File: config.mk
export PLATFORM = sky130hd
export DESIGN_NAME = johnson_decoder_checker_8_bit
export DESIGN_NICKNAME = d
export VERILOG_FILES = /design/src/rtl/johnson_decoder_checker_8_bit.sv
export SDC_FILE = /design/constraint.sdc
export NUM_CORES = 1
export LEC_CHECK = 0
export ABC_CLOCK_PERIOD_IN_PS = 3200
export CORE_MARGIN = 4
export CORE_UTILIZATION = 53
export CTS_BUF_LIST = sky130_fd_sc_hd__clkbuf_16
export DETAILED_ROUTE_END_ITERATION = 16
export GPL_TIMING_DRIVEN = 1
export HOLD_SLACK_MARGIN = 0.06
export PLACE_DENSITY = 0.8
export SLEW_MARGIN = 20
export SYNTH_ARGS = -nofsm -noshare
export SYNTH_HDL_FRONTEND = slang
export SYNTH_SLANG_ARGS = --single-unit
File: constraint.sdc
create_clock -name Clk_In -period 3.2 [get_ports Clk_In]
set_input_delay 0.48 -clock Clk_In [delete_from_list [all_inputs] [get_ports Clk_In]]
set_output_delay 0.48 -clock Clk_In [all_outputs]
set_load 0.05 [all_outputs]
File: src/rtl/johnson_decoder_checker_8_bit.sv
// rtl/johnson_decoder_checker_8_bit.sv - Johnson code decoder with sequencing lock and error monitor
module johnson_decoder_checker_8_bit #(
  parameter int WIDTH      = 8,
  parameter int LOCK_COUNT = 3,
  parameter int ERR_CNT_W  = 8
) (
  input  logic                          Clk_In,
  input  logic                          Reset_In,
  input  logic                          Sample_En_In,
  input  logic [WIDTH-1:0]              Code_In,
  input  logic                          Expect_Step_In,
  input  logic                          Clear_Errors_In,
  output logic [$clog2(2*WIDTH)-1:0]    Index_Out,
  output logic                          Valid_Code_Out,
  output logic                          Locked_Out,
  output logic                          Step_Error_Out,
  output logic [ERR_CNT_W-1:0]          Error_Count_Out
);

  localparam int                   IDX_W     = $clog2(2*WIDTH);
  localparam logic [WIDTH-1:0]     ONES      = '1;
  localparam logic [IDX_W-1:0]     LAST_IDX  = IDX_W'(2*WIDTH-1);
  localparam logic [3:0]           LOCK_GOOD = 4'(LOCK_COUNT);
  localparam logic [ERR_CNT_W-1:0] ERR_MAX   = '1;

  typedef enum logic [1:0] {
    HUNT   = 2'd0,
    CHECK  = 2'd1,
    LOCKED = 2'd2
  } state_t;

  state_t                 state_q, state_d;
  logic [3:0]             good_q, good_d;
  logic [IDX_W-1:0]       index_q, index_d;
  logic                   valid_q, valid_d;
  logic                   step_err_q, step_err_d;
  logic [ERR_CNT_W-1:0]   err_cnt_q, err_cnt_d;

  logic                   dec_valid;
  logic [IDX_W-1:0]       dec_index;
  logic [IDX_W-1:0]       exp_index;
  logic                   match;
  logic [3:0]             good_inc;

  // Decode the word: ones filling from the MSB give 0..W, zeros filling from the MSB give W+1..2W-1
  always_comb begin
    dec_valid = 1'b0;
    dec_index = '0;
    for (int k = 0; k <= WIDTH; k++) begin
      if (Code_In == ~(ONES >> k)) begin
        dec_valid = 1'b1;
        dec_index = IDX_W'(k);
      end
    end
    for (int j = 1; j < WIDTH; j++) begin
      if (Code_In == (ONES >> j)) begin
        dec_valid = 1'b1;
        dec_index = IDX_W'(WIDTH + j);
      end
    end
  end

  // Expected index is the held index plus the requested step, wrapping at 2*WIDTH
  always_comb begin
    exp_index = '0;
    if (!(Expect_Step_In && (index_q == LAST_IDX))) begin
      exp_index = index_q + {{(IDX_W-1){1'b0}}, Expect_Step_In};
    end
    match    = dec_valid && (dec_index == exp_index);
    good_inc = good_q + 4'd1;
  end

  // Sequencing FSM and output updates; nothing moves unless a sample is taken
  always_comb begin
    state_d    = state_q;
    good_d     = good_q;
    index_d    = index_q;
    valid_d    = valid_q;
    step_err_d = 1'b0;
    if (Sample_En_In) begin
      valid_d = dec_valid;
      if (dec_valid) begin
        index_d = dec_index;
      end
      case (state_q)
        HUNT: begin
          if (dec_valid) begin
            state_d = CHECK;
            good_d  = 4'd1;
          end
        end
        CHECK: begin
          if (match) begin
            good_d = good_inc;
            if (good_inc >= LOCK_GOOD) begin
              state_d = LOCKED;
            end
          end else if (dec_valid) begin
            good_d = 4'd1;
          end else begin
            state_d = HUNT;
            good_d  = 4'd0;
          end
        end
        LOCKED: begin
          if (!match) begin
            step_err_d = 1'b1;
            if (dec_valid) begin
              state_d = CHECK;
              good_d  = 4'd1;
            end else begin
              state_d = HUNT;
              good_d  = 4'd0;
            end
          end
        end
        default: begin
          state_d = HUNT;
          good_d  = 4'd0;
        end
      endcase
    end
  end

  // Saturating error counter; clear overrides a coincident increment
  always_comb begin
    err_cnt_d = err_cnt_q;
    if (Clear_Errors_In) begin
      err_cnt_d = '0;
    end else if (step_err_d && (err_cnt_q != ERR_MAX)) begin
      err_cnt_d = err_cnt_q + 1'b1;
    end
  end

  // State and output registers with asynchronous reset
  always_ff @(posedge Clk_In or posedge Reset_In) begin
    if (Reset_In) begin
      state_q    <= HUNT;
      good_q     <= 4'd0;
      index_q    <= '0;
      valid_q    <= 1'b0;
      step_err_q <= 1'b0;
      err_cnt_q  <= '0;
    end else begin
      state_q    <= state_d;
      good_q     <= good_d;
      index_q    <= index_d;
      valid_q    <= valid_d;
      step_err_q <= step_err_d;
      err_cnt_q  <= err_cnt_d;
    end
  end

  assign Index_Out       = index_q;
  assign Valid_Code_Out  = valid_q;
  assign Locked_Out      = (state_q == LOCKED);
  assign Step_Error_Out  = step_err_q;
  assign Error_Count_Out = err_cnt_q;

endmodule

==> reports/results.ini <==
[status]
run_status = finished, final reports clean

[yosys]
yosys-top-cells-area = dfrtp_1 (31%), o21ai_0 (6.3%), nand2_1 (5.9%)
yosysWarnings = 0
ys_ff_latch = 20
syn_area_per_cell_sq_um = 8.11
yosys.cell_count.top_type = nand2_1
syn_inst = 197
ys_types = 50
synth_edf_count = 0
yosys.area.top_type = dfrtp_1
synth_common_cells = nand2_1 (25), dfrtp_1 (20), o21ai_0 (20), nor2_1 (13), inv_1 (10)
synthesis.area_sq_mm = 0.00160
seq_area_frac_synth = 0.313
synth_top_area_share = 0.313
synthesis.nets = 215
async_reset_ff_frac = 1.00
synthFlopType = dfrtp_1

[global_routing]
antenna_found_initial = 0
grt_pass1_vias = 1610
grt_max_degree = 21
grt_pass1_wl_um = 7000
overflow = 0
grtUsageTotal = 0.214

[routing]
drt_pre_antenna_iters = 4
drt_iter0_drc = 93
vias_per_cell = 6.33
drc_errors = 0
avgRoutedWirePerCell_um = 15.4
vias = 1678
antenna_left = 0
finalWirelength_um = 4080

[cts]
cts_buffer_depth = 2
path_clk_slew_ns = 0.05
cts_hold_buf = 0
clk_latency_ns = 0.25
htreeDepth = 1
cts_sinks = 20
cts_root_buf = clkbuf_16
cts_setup_buffers = 0
cts_tree = built
numCtsBuffers = 3

[finish]
area_growth_syn_to_layout_pct = 27.8
nNetsFinal = 254
nFillCells = 238
drive_above_1_share = 0.128
post-route-util = 0.722
multi_input_area_sq_um = 985
seq_area_sq_um = 500
final_cells = 265
diodes = 0

[timing]
final_hold_viol_count = 0
rsz0062_at_grt = false
timing.final.crit_share = 0.950
tightest_slew_ns = 0.770
fmax_ghz = 0.329
setup_viol = 0
skew_ns = 0.000799
drv_slew = 0
setup_ws_ns = 0.159
fin_crit_ns = 3.04
fin_setup_tns_ns = 0
relSlewSlack = 0.486

[die]
pin_count = 28
dieArea_sq_mm = 0.00396
die_y_um = 62.9
coreArea_sq_mm = 0.00283
fp-row-count = 19
start_util = 0.565
chipWidth_um = 62.9

[place]
io_buffers = 27
hpwl_um = 3110
pre_cts_ws_ns = -0.0697
finalWeightedCongestion = 0.973
place_inst = 262

[power_and_ir_drop]
combPwrFrac = 0.245
power.total_mw = 0.717
seq_power_share = 0.401
clkPwrFrac = 0.354
power_density_mw_per_mm2 = 351
p_int_mw = 0.506
ir_drop_v = 0.000269
leakagePower_nw = 0.865
power_switching_mw = 0.211
power_switching_share = 0.294

[worst_hold_path]
hold_path_class = flop to flop
hold_path_depth = 2
hp-start = Valid_Code_Out
whs_endpoint = Valid_Code_Out

[job]
maxCapViolations = 0

[critical_path]
rr_worst_depth = 9
cp-start-kind = input port
r2r_start = Index_Out[0]
r2r-end = Error_Count_Out[1]
reg2reg_slack_ns = 0.79
cp_data_arrival_time_ns = 3.21
required_ns = 3.37
crit_type = input port to flop
cp_max_fo = 9
end_kind = flop

-- kinds of logic after synthesis --
logic type                 share of synthesized area
muxes                                         0.0329
and+or+nand+nor                                0.299
xor gates and xnor gates                      0.0274
DFF                                            0.313
AOI/OAI and AO/OA                              0.215
buffers and inverters                         0.0736
adders and majority gates                     0.0392
-- sequential cells by signal, indices dropped and copies added, names as in the netlist --
signal	count
Step_Error_Out	1
Valid_Code_Out	1
Index_Out	4
good_q	4
state_q	2
Error_Count_Out	8
-- layer usage --
layer | wire length, um | track usage | vias up
met5 | 0 | 0 | -
met4 | 67 | 0.0634 | 0
met3 | 251 | 0.0486 | 12
met2 | 1960 | 0.379 | 69
met1 | 1800 | 0.255 | 794
li1 | - | - | 803
-- layout make-up --
cell class,count,area share
Clock buffer,3,0.0368
Inverter,10,0.0184
Multi-Input combinational cell,156,0.482
Sequential cell,20,0.245
Tap cell,31,0.0190
Timing Repair Buffer,45,0.199
-- per-stage QoR --
stage / area [sq um] / hold WS, ns
after floorplan: 1600 / 0.444
after global placement: 1960 / 0.520
after detailed placement: 1960 / 0.535
after CTS: 2040 / 0.544
after global routing: 2040 / 0.581
final: 2040 / 0.534
-- worst max-delay path: stages --
cell and delay, ns:
clkdlybuf4s50_1 0.46, or4_4 0.56, nor2_2 0.12, a32oi_1 0.13
o22ai_2 0.24, mux2i_1 0.16, o211a_1 0.30, buf_4 0.18
or4b_1 0.49, o21ai_0 0.08
-- power by group through the flow --
stage / clock network (mW) / logic (mW) / registers (mW)
floorplan: 0 / 0.0947 / 0.305
global placement: 0 / 0.167 / 0.291
detailed placement: 0 / 0.172 / 0.292
CTS: 0.259 / 0.174 / 0.288
global route: 0.277 / 0.191 / 0.291
finish: 0.254 / 0.176 / 0.288
-- placed cells by master (no fill, tap or decap), drive strengths merged, types with 7 or more instances in the layout --
cell type,count
a21oi,8
buf,18
clkdlybuf4s50,27
dfrtp,20
inv,10
nand2,25
nand3,7
nor2,14
o21ai,20
-- worst max-delay path by stage --
stage	slack (ns)	endpoint	start
6_report	0.16	Error_Count_Out[1]	Code_In[4]
5_1_grt	0.05	Error_Count_Out[1]	Code_In[4]
4_1_cts	0.18	Error_Count_Out[1]	Code_In[4]
3_5_place_dp	-0.07	Error_Count_Out[1]	Code_In[4]
3_3_place_gp	0.02	Error_Count_Out[3]	Code_In[4]
2_1_floorplan	0.34	Error_Count_Out[3]	Code_In[5]
-- what timing repair did --
| action | in CTS | in global routing |
|---|---|---|
| hold endpoints to repair | 0 | 0 |
| resized for setup | 0 | 1 |
| endpoints found under the setup margin | 0 | 8 |
(Power assumes the default switching activity.)
